### src/rtl/dpram_stream_reader_pkg.sv
// Shared constants for the dpram stream reader: FSM state encodings and the
// depth/width parameters of its 4-entry output FIFO.
package dpram_stream_reader_pkg;

  localparam int FIFO_DEPTH = 4;
  localparam int FIFO_PTR_W = 2;
  localparam int FIFO_CNT_W = 3;

  typedef enum logic [1:0] {
    ST_IDLE  = 2'd0,
    ST_RUN   = 2'd1,
    ST_DRAIN = 2'd2
  } rd_state_e;

endpackage

### src/rtl/dpram_stream_reader_stream_fifo4.sv
// Synchronous 4-entry FIFO with occupancy count and a synchronous clear.
// The head entry is read straight from storage registers.
module stream_fifo4
  import dpram_stream_reader_pkg::*;
#(
  parameter int WIDTH = 9
) (
  input  logic                  clk,
  input  logic                  rst,
  input  logic                  clr,
  input  logic                  wr_en,
  input  logic [WIDTH-1:0]      wr_data,
  input  logic                  rd_en,
  output logic [WIDTH-1:0]      rd_data,
  output logic                  empty,
  output logic [FIFO_CNT_W-1:0] count
);

  logic [WIDTH-1:0]      mem_q [FIFO_DEPTH];
  logic [WIDTH-1:0]      mem_d [FIFO_DEPTH];
  logic [FIFO_PTR_W-1:0] wr_ptr_q, wr_ptr_d;
  logic [FIFO_PTR_W-1:0] rd_ptr_q, rd_ptr_d;
  logic [FIFO_CNT_W-1:0] count_q, count_d;
  logic                  do_wr, do_rd;

  always_comb begin
    do_wr    = wr_en && (count_q != FIFO_CNT_W'(FIFO_DEPTH));
    do_rd    = rd_en && (count_q != '0);
    mem_d    = mem_q;
    wr_ptr_d = wr_ptr_q;
    rd_ptr_d = rd_ptr_q;
    count_d  = count_q;
    if (clr) begin
      wr_ptr_d = '0;
      rd_ptr_d = '0;
      count_d  = '0;
    end else begin
      if (do_wr) begin
        mem_d[wr_ptr_q] = wr_data;
        wr_ptr_d        = wr_ptr_q + FIFO_PTR_W'(1);
      end
      if (do_rd) begin
        rd_ptr_d = rd_ptr_q + FIFO_PTR_W'(1);
      end
      case ({do_wr, do_rd})
        2'b10:   count_d = count_q + FIFO_CNT_W'(1);
        2'b01:   count_d = count_q - FIFO_CNT_W'(1);
        default: count_d = count_q;
      endcase
    end
  end

  always_ff @(posedge clk or posedge rst) begin
    if (rst) begin
      wr_ptr_q <= '0;
      rd_ptr_q <= '0;
      count_q  <= '0;
    end else begin
      wr_ptr_q <= wr_ptr_d;
      rd_ptr_q <= rd_ptr_d;
      count_q  <= count_d;
    end
  end

  always_ff @(posedge clk) begin
    mem_q <= mem_d;
  end

  assign rd_data = mem_q[rd_ptr_q];
  assign empty   = (count_q == '0);
  assign count   = count_q;

endmodule

### src/rtl/dpram_stream_reader.sv
// Read-side controller for a same-clock dpram: bursts start_len words from
// start_addr and presents them as a valid/ready stream with a last flag.
module dpram_stream_reader
  import dpram_stream_reader_pkg::*;
#(
  parameter int ADDR_WIDTH = 8,
  parameter int DATA_WIDTH = 8,
  parameter int LEN_WIDTH  = ADDR_WIDTH + 1
) (
  input  logic                  clk,
  input  logic                  rst,
  input  logic                  start,
  input  logic [ADDR_WIDTH-1:0] start_addr,
  input  logic [LEN_WIDTH-1:0]  start_len,
  input  logic                  abort,
  output logic                  busy,
  output logic                  done,
  output logic [ADDR_WIDTH-1:0] rd_addr,
  input  logic [DATA_WIDTH-1:0] rd_data,
  output logic                  out_valid,
  output logic [DATA_WIDTH-1:0] out_data,
  output logic                  out_last,
  input  logic                  out_ready
);

  rd_state_e             state_q, state_d;
  logic                  start_pend_q, start_pend_d;
  logic [ADDR_WIDTH-1:0] req_addr_q, req_addr_d;
  logic [LEN_WIDTH-1:0]  req_len_q, req_len_d;
  logic [ADDR_WIDTH-1:0] rd_addr_q, rd_addr_d;
  logic [LEN_WIDTH-1:0]  remaining_q, remaining_d;
  logic                  vld_p0_q, vld_p0_d, last_p0_q, last_p0_d;
  logic                  vld_p1_q, vld_p1_d, last_p1_q, last_p1_d;
  logic                  done_q, done_d;
  logic [FIFO_CNT_W-1:0] fifo_count;
  logic [DATA_WIDTH:0]   fifo_head;
  logic                  fifo_empty, pop, credit_ok;
  logic [1:0]            in_flight;

  // p0: address on the RAM port; p1: RAM data valid, written to the FIFO at the next edge
  assign in_flight = {1'b0, vld_p0_q} + {1'b0, vld_p1_q};
  assign credit_ok = ({1'b0, fifo_count} + {2'b00, in_flight}) < 4'(FIFO_DEPTH);
  assign pop       = out_valid && out_ready;

  always_comb begin
    state_d      = state_q;
    start_pend_d = 1'b0;
    req_addr_d   = req_addr_q;
    req_len_d    = req_len_q;
    rd_addr_d    = rd_addr_q;
    remaining_d  = remaining_q;
    vld_p0_d     = 1'b0;
    last_p0_d    = 1'b0;
    vld_p1_d     = vld_p0_q;
    last_p1_d    = last_p0_q;
    done_d       = 1'b0;
    if (abort) begin
      state_d  = ST_IDLE;
      vld_p1_d = 1'b0;
    end else begin
      case (state_q)
        ST_IDLE: begin
          if (start_pend_q) begin
            if (req_len_q == '0) begin
              done_d = 1'b1;
            end else begin
              // Loading the start address is itself the first read.
              rd_addr_d   = req_addr_q;
              remaining_d = req_len_q - LEN_WIDTH'(1);
              vld_p0_d    = 1'b1;
              last_p0_d   = (req_len_q == LEN_WIDTH'(1));
              state_d     = (req_len_q == LEN_WIDTH'(1)) ? ST_DRAIN : ST_RUN;
            end
          end else if (start) begin
            start_pend_d = 1'b1;
            req_addr_d   = start_addr;
            req_len_d    = start_len;
          end
        end
        ST_RUN: begin
          if ((remaining_q != '0) && credit_ok) begin
            rd_addr_d   = rd_addr_q + ADDR_WIDTH'(1);
            remaining_d = remaining_q - LEN_WIDTH'(1);
            vld_p0_d    = 1'b1;
            last_p0_d   = (remaining_q == LEN_WIDTH'(1));
            if (remaining_q == LEN_WIDTH'(1)) state_d = ST_DRAIN;
          end
        end
        ST_DRAIN: begin
          if (pop && fifo_head[DATA_WIDTH]) begin
            state_d = ST_IDLE;
            done_d  = 1'b1;
          end
        end
        default: state_d = ST_IDLE;
      endcase
    end
  end

  always_ff @(posedge clk or posedge rst) begin
    if (rst) begin
      state_q      <= ST_IDLE;
      start_pend_q <= 1'b0;
      rd_addr_q    <= '0;
      remaining_q  <= '0;
      vld_p0_q     <= 1'b0;
      last_p0_q    <= 1'b0;
      vld_p1_q     <= 1'b0;
      last_p1_q    <= 1'b0;
      done_q       <= 1'b0;
    end else begin
      state_q      <= state_d;
      start_pend_q <= start_pend_d;
      rd_addr_q    <= rd_addr_d;
      remaining_q  <= remaining_d;
      vld_p0_q     <= vld_p0_d;
      last_p0_q    <= last_p0_d;
      vld_p1_q     <= vld_p1_d;
      last_p1_q    <= last_p1_d;
      done_q       <= done_d;
    end
  end

  always_ff @(posedge clk) begin
    req_addr_q <= req_addr_d;
    req_len_q  <= req_len_d;
  end

  stream_fifo4 #(
    .WIDTH(DATA_WIDTH + 1)
  ) u_fifo (
    .clk    (clk),
    .rst    (rst),
    .clr    (abort),
    .wr_en  (vld_p1_q),
    .wr_data({last_p1_q, rd_data}),
    .rd_en  (pop),
    .rd_data(fifo_head),
    .empty  (fifo_empty),
    .count  (fifo_count)
  );

  assign busy      = (state_q != ST_IDLE);
  assign done      = done_q;
  assign rd_addr   = rd_addr_q;
  assign out_valid = !fifo_empty;
  assign out_data  = out_valid ? fifo_head[DATA_WIDTH-1:0] : '0;
  assign out_last  = out_valid && fifo_head[DATA_WIDTH];

endmodule

### config.mk
export PLATFORM = sky130hd
export DESIGN_NAME = dpram_stream_reader
export DESIGN_NICKNAME = d
export VERILOG_FILES = /design/src/rtl/dpram_stream_reader_pkg.sv /design/src/rtl/dpram_stream_reader_stream_fifo4.sv /design/src/rtl/dpram_stream_reader.sv
export SDC_FILE = /design/constraint.sdc
export NUM_CORES = 1
export LEC_CHECK = 0
export ABC_CLOCK_PERIOD_IN_PS = 4100
export CORE_UTILIZATION = 55
export CTS_CLUSTER_DIAMETER = 120
export DETAILED_ROUTE_END_ITERATION = 10
export GPL_ROUTABILITY_DRIVEN = 0
export PLACE_DENSITY = 0.88
export SLEW_MARGIN = 30
export SYNTH_ARGS = -nofsm -noshare
export SYNTH_HDL_FRONTEND = slang
export SYNTH_SLANG_ARGS = --single-unit
### constraint.sdc
create_clock -name clk -period 4.1 [get_ports clk]
set_clock_uncertainty 0.1 [all_clocks]
set_input_delay 0.82 -clock clk [delete_from_list [all_inputs] [get_ports clk]]
set_output_delay 0.82 -clock clk [all_outputs]
set_load 0.02 [all_outputs]
Word-level counts from Yosys, hierarchy flattened
Cells that the tools add are included.
{"block": "word_totals", "register_bits": 85, "in_bits": 30, "out_inout_bits": 20, "word_cells": 121}
{"block": "op_classes", "n_addsub": 9, "magnitude_cmp": 4, "eq_ne": 15, "mux": 49, "bitwise": 4, "reduce_logical": 22}
{"cell": "$mux 9", "n": 6}
{"cell": "$bwmux 36", "n": 1}
{"cell": "$mux 8", "n": 4}
{"cell": "$mux 2", "n": 11}
{"cell": "$bmux 9 s2", "n": 1}
{"cell": "$demux 9 s2", "n": 1}
{"cell": "$eq 9x1->1 const B", "n": 2}
{"cell": "$ne 3x3->1 const B", "n": 6}
{"cell": "$pmux 9 s2", "n": 1}
{"cell": "$sub 9x1->9 const B", "n": 2}
{"cell": "$mux 1", "n": 17}
{"cell": "$pmux 8 s2", "n": 1}
{"cell": "$reduce_and 5->1", "n": 2}
{"cell": "$logic_not 9->1", "n": 1}
{"cell": "$reduce_bool 9->1", "n": 1}
{"cell": "$add 8x1->8 const B", "n": 1}
{"cell": "$reduce_bool 2->1", "n": 4}
{"cell": "$logic_and 1x1->1", "n": 7}
{"cell": "$ge 3x3->1 const B", "n": 2}
{"cell": "$ne 2x2->1 const B", "n": 3}
{"cell": "$not 2->3", "n": 2}
{"cell": "$pmux 1 s2", "n": 3}
{"cell": "$pmux 2 s3", "n": 1}
{"cell": "$pmux 3 s2", "n": 1}
{"cell": "other kinds (17)", "n": 22}

Depth between registers and ports, before layout
Gate-level depths: netlist of the first run.
{"block": "logic_depth", "depth_word": 8, "ltp_mapped": 10, "ltp_nobuf": 9}

By module
A second synthesis of the first run with hierarchy kept.
{"block": "unflattened", "hier_cells": 333, "area_unflattened_um2": 4141.5}
{"module": "dpram_stream_reader", "n_inst": 1, "cells_per_inst": 221, "area_per_inst_um2": 2260.9, "seq_area_each_um2": 1136.1}
{"module": "stream_fifo4", "n_inst": 1, "cells_per_inst": 112, "area_per_inst_um2": 1880.6, "seq_area_each_um2": 1256.2}

Least setup slack after synthesis of the first run
No wires, ideal clock.
{"block": "synth_path", "path_kind": "in2reg", "start": "input port abort", "end": "register req_addr_q[0] (enable)", "setup_time_ps": 441, "arrival_ps": 3236, "required_time_ps": 3559, "path_slack_ps": 323, "cell_stages": 3, "path_buffers": 1, "path_cell_list": "or2_2 > clkbuf_1 > nor4b_1"}
{"block": "synth_between", "elab_chain_cells": 2}
{"element": "start: declaration", "line": "dpram_stream_reader.sv:15", "text": "input logic abort,"}
{"element": "$not 1->1 (no line)"}
{"element": "$reduce_and 4->1 (no line)"}
{"element": "end signal: assignment", "line": "dpram_stream_reader.sv:125", "text": "req_addr_q <= req_addr_d;"}
{"element": "end: declaration", "line": "dpram_stream_reader.sv:28", "text": "logic [ADDR_WIDTH-1:0] req_addr_q, req_addr_d;"}
No other way between the ends.
A chain may end at the register's enable or synchronous reset.

Worst setup path after layout of the first run
{"block": "layout_path", "start": "register u_fifo.rd_ptr_q[0]", "end": "output port out_last"}
{"block": "layout_between", "elab_chain_cells": 5}
{"element": "start: declaration", "line": "dpram_stream_reader_stream_fifo4.sv:22", "text": "logic [FIFO_PTR_W-1:0] rd_ptr_q, rd_ptr_d;"}
{"element": "start signal: assignment", "line": "dpram_stream_reader_stream_fifo4.sv:60", "text": "rd_ptr_q <= rd_ptr_d;"}
{"element": "$not 2->3 (not written as such)", "line": "dpram_stream_reader_stream_fifo4.sv:69", "text": "assign rd_data = mem_q[rd_ptr_q];"}
{"element": "$bmux 9 s2", "line": "dpram_stream_reader_stream_fifo4.sv:69"}
{"element": "$mux 9 (not written as such) (2 in series)", "line": "dpram_stream_reader_stream_fifo4.sv:69"}
{"element": "$logic_and 1x1->1", "line": "dpram_stream_reader.sv:148", "text": "assign out_last = out_valid && fifo_head[DATA_WIDTH];"}
{"element": "end: declaration", "line": "dpram_stream_reader.sv:22", "text": "output logic out_last,"}
No other way between the ends. The select of a mux whose other input is x is not followed.

==> results of run 1 <==
==> Yosys cell counts, types with 6 or more instances <==
cell type  instances
edfxtp_1          53
dfrtp_1           32
nor2_1            26
a21oi_1           19
nand2_1           18
inv_1             15
o21ai_0           15
ha_1              12
nor2b_1           11
nand3_1           10
mux4_2             9
clkbuf_1           8
nor3_1             7
xnor2_1            7
a31oi_1            6
o41ai_1            6
==> sequential cells by signal, indices dropped and copies added, names as in the netlist, 2 cells and up <==
| name | cells |
|---|---|
| u_fifo.rd_ptr_q | 2 |
| rd_addr | 8 |
| state_q | 2 |
| u_fifo.mem_q | 36 |
| u_fifo.wr_ptr_q | 2 |
| remaining_q | 9 |
| u_fifo.count | 3 |
| req_len_q | 9 |
| req_addr_q | 8 |
==> worst max-delay path by stage <==
stage	endpoint	slack, ns	cells after the start
final	out_last	0.75	3
after global routing	out_last	0.59	3
after CTS	out_last	0.71	3
after detailed placement	out_last	1.11	3
after global placement	out_last	1.14	3
after floorplan	req_addr_q[0]	0.32	3
==> power breakdown <==
group	internal [W]	switching (W)	leakage [nW]	total, W
combinational	0.000428	0.000429	0.822	0.000857
sequential	0.00101	0.000157	0.888	0.00117
clock	0.000352	0.000321	0.111	0.000672
==> metal layers <==
metal  up-vias  GRT usage [%]
met5         -              0
met4         0           7.77
met2       119           40.1
met1      1365           30.5
li1       1316              -
met3        22           5.18
==> metrics by stage <==
step,worst slack (ns),hold slack (ns)
after global routing,0.595,0.295
after floorplan,0.323,0.231
after global placement,1.14,0.234
final,0.747,0.274
after detailed placement,1.11,0.250
after CTS,0.706,0.279
==> cells by family after synthesis <==
logic type	after synthesis	synth area share (%)
xor+xnor	12	2.57
buf+inv	30	3.06
simple gates	101	13.9
mux	13	5.98
fa+ha+maj	13	4.17
flops	85	58.6
compound gates	71	11.7
==> worst max-delay path: stages (launching register included) <==
cell and delay (ns):
dfrtp_1 0.76, mux4_2 0.63, nor2b_1 0.15, clkdlybuf4s50_1 0.53
==> cell type report <==
type / count / share of cell area [%]
Clock buffer: 9 / 2.52
Clock inverter: 7 / 2.09
Inverter: 16 / 1.22
Multi-Input combinational cell: 210 / 32.0
Sequential cell: 85 / 48.7
Tap cell: 99 / 2.52
Timing Repair Buffer: 55 / 10.9
==> metrics.md, run 1 <==
| Metric | Value |
|---|---|
| Reg clk slew, reported paths | about 0.09 ns |
| Hold Path Depth | 0 |
| WL/cell | 17.1 um |
| Setup bufs post-CTS | 0 |
| Vias per cell | just under 6 |
| Post-Syn Nets | between 300 and 400 |
| Cell taking the most area after synthesis | edfxtp_1 |
| Iter 0 DRT Violations | approximately 270 |
| DR vias | ~2800 |
| H-tree Lvls | 3 |
| Synth top area share | between 30 and 40% |
| Hold-fix buffers, CTS | 0 |
| Placed cells | about 470 |
| CP Class | register to output pin |
| Most frequent cells in the layout | 53 x edfxtp_1, 49 x clkdlybuf4s50_1, 32 x dfrtp_1, 26 x nor2_1, 19 x a21oi_1 |
| Worst-Margin Slew | 0.871 ns |
| Status | completed |
| Post-Synthesis Cells | roughly 330 |
| Reg2reg start | remaining_q[0] |
| Mean area per synthesized cell | 12.6 um^2 |
| Cell Rows | 31 |
| Largest net degree at the start of global routing | 33 |
| Fin util | between 60% and 70% |
| WP data required | between 3 and 4 ns |
| Synth area leaders | edfxtp_1 39%, dfrtp_1 20%, mux4_2 5.0%, ha_1 3.7%, nor2_1 2.4% |
| Maximum vdd drop | between 0.3 and 0.4 mV |
| Filler cells | approximately 530 |
| Worst slew margin | 41.1% |
| R2R setup slack | roughly 1.7 ns |
| Clock Tree Buf Depth | 2 |
| Top layer in use | met4 |
| Routed wl met3 | 451 um |
| R2R depth | 6 |
| Worst setup EP type | output pin |
| Slew Viols, Final | 0 |
| Met1 WL | about 3.4 mm |
| Total track usage | between 20% and 30% |
| Worst hold path class | register to register |
| MaxCap Viol Count | 0 |
| TritonCTS clock tree | yes |
| Predominant post-synthesis flop cell | edfxtp_1 |
| Final hold violations | 0 |
| Crit-path max FO | 11 |
| Ant diodes | 0 |
| Ys async rst share | a little under two fifths |
| DRC viols | 0 |
| Yosys warns | 0 |
| Wire length on met2 | 4.19 mm |
| Fin crit period | between 3 and 4 ns |
| Number of port buffers | around 50 |
| Power, Total | 0.00270 W |
| Fraction of layout cells with a size suffix above 1 | 12.0% |
| Yosys cell types | 58 |
| CTS root buffer | clkbuf_8 |
| Final #Nets | 420 |
| Area Growth Syn to Fin | 20.3% |
| Synth Register Bits | 85 |
| Reg area | approximately 2400 um^2 |
| Multi-input logic area | around 1600 um^2 |
| Sequential area share after synthesis | 58.6% |
| Pwr per Cell Area | around 550 nW/um^2 |
| Clk_lat worst skew | roughly 0.36 ns |
| Final cell count without fillers | slightly below 500 |
| GRT overflow | 0 |
| Initial Util | 56.6% |
| Crit path DAT | between 2 and 2.5 ns |
| Setup Viol. Count Final | 0 |
| CTS Buf Count | 9 |
| HPWL after detailed placement | about 5.7 mm |
| Area after DPL | between 4000 and 5000 um^2 |
| Final TNS setup | 0 ns |
| Final instance area | around 5000 um^2 |
| HP Start | last_p0_q |
| Pre-Repair DR Iteration Count | 5 |
| Core area | 7210 um^2 |
| First-pass GRT wire length | about 14 mm |
| CP startpoint kind | register |
| Final WL | slightly above 8 mm |
| Vias in the first global route | about 2700 |
| Sink Count | between 80 and 90 |
| Endpoint, Worst Hold | last_p1_q |
| I/O Pins | 50 |
| Die Wd | slightly below 90 um |
| Fin crit share | around 82% |
| RSZ-0062 raised after global routing | no |
| RR Endpoint | remaining_q[8] |
| Initial antenna violation count | 0 |
| Die area | between 7000 and 8000 um^2 |
| Most common cell after layout, fill and taps aside | edfxtp_1 |
| P_leak | approximately 1.8 nW |
| Worst Setup SP | u_fifo.rd_ptr_q[0] |
| Highest achievable clock rate | approximately 0.30 GHz |
| Final ANT Viol Nets | 0 |
| Mapped Area | ~4100 um^2 |
| Die H | 88.2 um |
| Post-synth EDFFs | 53 |
| CTS resizes | 0 |
Power figures use the tool's default switching activity.
==> run 2: changes to the inputs <==
Settings changed: ABC_CLOCK_PERIOD_IN_PS 4100 to 2800, CORE_UTILIZATION 55 to 50, PLACE_DENSITY 0.88 to 0.85.
Clock period 4.1 ns to 2.8 ns, I/O delays scaled along.
==> run 2 against run 1 <==
  * Critical endpoint unchanged
  * Cell count increased by 1.7%
  * Combinational power increased by 54%
  * Non-clock buffer count increased by 5
  * Via count increased by 0.21%
  * Die area increased by 9.8%
  * Power increased by 44%
  * Sequential power increased by 44%
  * First-iteration DRC count decreased by 39%
==> metrics.md, run 2 (synthesis gave the netlist of run 1 again) <==
| Metric | Value |
|---|---|
| Status | completed (unchanged) |
| CP Cell Sequence | buf_4 > mux4_2 > nor2b_1 > dlygate4sd2_1 (was mux4_2 > nor2b_1 > clkdlybuf4s50_1) |
| Maximum vdd drop | 0.426 mV (was 0.312 mV) |
| Die Wd | 92.4 um (was 88.2 um) |
| Core area | 7810 um^2 (was 7210 um^2) |
| Final TNS setup | 0 ns (unchanged) |
| Most frequent cells in the layout | 53 x edfxtp_1, 40 x clkdlybuf4s50_1, 32 x dfrtp_1, 26 x nor2_1, 19 x a21oi_1 (was 53 x edfxtp_1, 49 x clkdlybuf4s50_1, 32 x dfrtp_1, 26 x nor2_1, 19 x a21oi_1) |
| HP Start | last_p0_q (unchanged) |
| Cell Rows | 32 (was 31) |
| Reg2reg start | req_len_q[0] (was remaining_q[0]) |
| Slew Viols, Final | 0 (unchanged) |
| Top Family by Delay on Critical Path | multiplexers (was flip-flops) |
| CP startpoint kind | register (unchanged) |
| Worst Path Buf+Inv | 2 (was 1) |
| H-tree Lvls | 3 (unchanged) |
| Setup bufs post-CTS | 0 (unchanged) |
| Total track usage | 20.9% (was 23.6%) |
| CP peak stage delay | 0.54 ns (was 0.76 ns) |
| Largest Register | u_fifo.mem_q (unchanged) |
| DRC viols | 0 (unchanged) |
| Sw power | 0.00133 W (was 0.000906 W) |
| Iter 0 DRT Violations | 167 (was 274) |
| RSZ-0062 raised after global routing | no (unchanged) |
| Final instance area | 4950 um^2 (was 4910 um^2) |
| CP max-delay cell | mux4_2 (was dfrtp_1) |
| Setup Viol. Count Final | 0 (unchanged) |
| Crit-path max FO | 4 (was 11) |
| First-pass GRT wire length | 13.5 mm (about the same) |
| Die area | 8530 um^2 (was 7770 um^2) |
| Max reg flops | 36 (unchanged) |
| Worst setup EP type | output pin (unchanged) |
| Top Registers | u_fifo.mem_q: 36 flops, remaining_q: 9 flops, req_len_q: 9 flops (unchanged) |
| Clk_lat worst skew | 0.35 ns (was 0.36 ns) |
| Final #Nets | 425 (was 420) |
| Largest net degree at the start of global routing | 33 (unchanged) |
| Sink Count | 85 (unchanged) |
| Pint | 0.00254 W (was 0.00179 W) |
| Worst slew margin | 48.7% (was 41.1%) |
| Filler cells | 566 (was 525) |
| Fin util | 63.4% (was 68.1%) |
| Final cell count without fillers | 489 (was 481) |
| Fin crit period | roughly 2.6 ns |
| Pwr per Cell Area | 784 nW/um^2 (was 550 nW/um^2) |
| Ant diodes | 0 (unchanged) |
| Final hold violations | 0 (unchanged) |
| P_leak | 1.96 nW (was 1.82 nW) |
| Final WL | 8.14 mm (was 8.24 mm) |
| Sw Share | 34.4% (was 33.6%) |
| CP Class | register to output pin (unchanged) |
| Clk pwr share | 22.7% (was 24.9%) |
| CTS Buf Count | 9 (unchanged) |
| Final ANT Viol Nets | 0 (unchanged) |
| Fin crit share | a little over 90% |
| HPWL after detailed placement | 5.57 mm (was 5.66 mm) |
| Most common cell after layout, fill and taps aside | edfxtp_1 (unchanged) |
| I/O Pins | 50 (unchanged) |
| Worst-Margin Slew | 0.769 ns (was 0.871 ns) |
| Number of port buffers | 49 (unchanged) |
| DR vias | 2828 (was 2822) |
| Vias per cell | 5.78 (was 5.87) |
| TritonCTS clock tree | yes (unchanged) |
| Reg clk slew, reported paths | 0.09 ns (about the same) |
| WP data required | 2.14 ns (was 3.18 ns) |
| Die H | 92.4 um (was 88.2 um) |
| WL/cell | 16.7 um (was 17.1 um) |
| Vias in the first global route | 2794 (was 2693) |
| CTS root buffer | clkbuf_8 (unchanged) |
| Worst hold path class | register to register (unchanged) |
| Area Growth Syn to Fin | 21.2% (was 20.3%) |
| Highest achievable clock rate | 0.388 GHz |
| Comb power frac | 34.1% (was 31.7%) |
| MaxCap Viol Count | 0 (unchanged) |
| Area after DPL | 4730 um^2 (was 4680 um^2) |
| Worst Setup SP | u_fifo.rd_ptr_q[0] (unchanged) |
| Hold-fix buffers, CTS | 0 (unchanged) |
| Crit path DAT | 1.91 ns (was 2.43 ns) |
| Clock Tree Buf Depth | 2 (unchanged) |
| Fraction of layout cells with a size suffix above 1 | 12.9% (was 12.0%) |
| Seq pwr share | 43.2% (was 43.4%) |
| GRT overflow | 0 (unchanged) |
| Placed cells | 473 (was 465) |
| Initial Util | 52.3% (was 56.6%) |
| Initial antenna violation count | 0 (unchanged) |
| Pre-Repair DR Iteration Count | 5 (unchanged) |
-- run 2: cell count changes in the layout (fill, tap and decap cells not counted), moves of 2 or more --
cell	change
clkdlybuf4s50_1	-9
dlymetal6s2s_1	+6
buf_4	+5
dlygate4sd2_1	+3
clkinv_4	+2
inv_6	-2
-- run 2: metal layers --
metal | track usage (%) | wire, um
met5 | 0 | 0
met4 | 7.55 | 110
met3 | 4.84 | 440
met2 | 33.6 | 4040
met1 | 27.8 | 3560
-- run 2: power groups by stage --
stage                     clock [W]  combinational (W)  sequential [W]
after floorplan                   0           0.000771         0.00171
after global placement            0            0.00132         0.00169
after detailed placement          0            0.00136         0.00169
after CTS                  0.000903            0.00135         0.00167
after global routing       0.000959            0.00144         0.00170
final                      0.000879            0.00132         0.00168
-- run 2: final timing paths --
kind | slack (ns) | end | cells past startpoint
worst max register to register | 0.47 | rd_addr[1] | 8
worst max-delay path | 0.23 | out_last | 4
max in group asynchronous | 1.79 | start_pend_q | 3
min in group asynchronous | 0.49 | rd_addr[7] | 3
worst min-delay path | 0.26 | last_p1_q | 0
worst min register to register | 0.26 | last_p1_q | 0
-- run 2: per-stage QoR --
stage | power (W) | hold slack [ns] | setup WS, ns
finish | 0.00388 | 0.260 | 0.226
detailed placement | 0.00305 | 0.246 | 0.339
global placement | 0.00300 | 0.235 | 0.369
CTS | 0.00392 | 0.265 | 0.00333
floorplan | 0.00248 | 0.231 | 0.120
global route | 0.00410 | 0.269 | 0.166
-- run 2: final cells by class --
cell class | count | area, um^2 | area share [%]
flip-flops and latches | 85 | 2390 | 48.3
multi-input cells | 210 | 1580 | 31.9
repair buffers | 60 | 584 | 11.8
well taps | 102 | 128 | 2.58
clock buffers | 9 | 124 | 2.50
clock inverters | 7 | 81.3 | 1.64
inverters | 16 | 60.1 | 1.21
-- run 2: what timing repair did --
item / in CTS / in global routing
pin swaps: 0 / 0
endpoints found under the setup margin: 3 / 6
resized for setup: 3 / 6
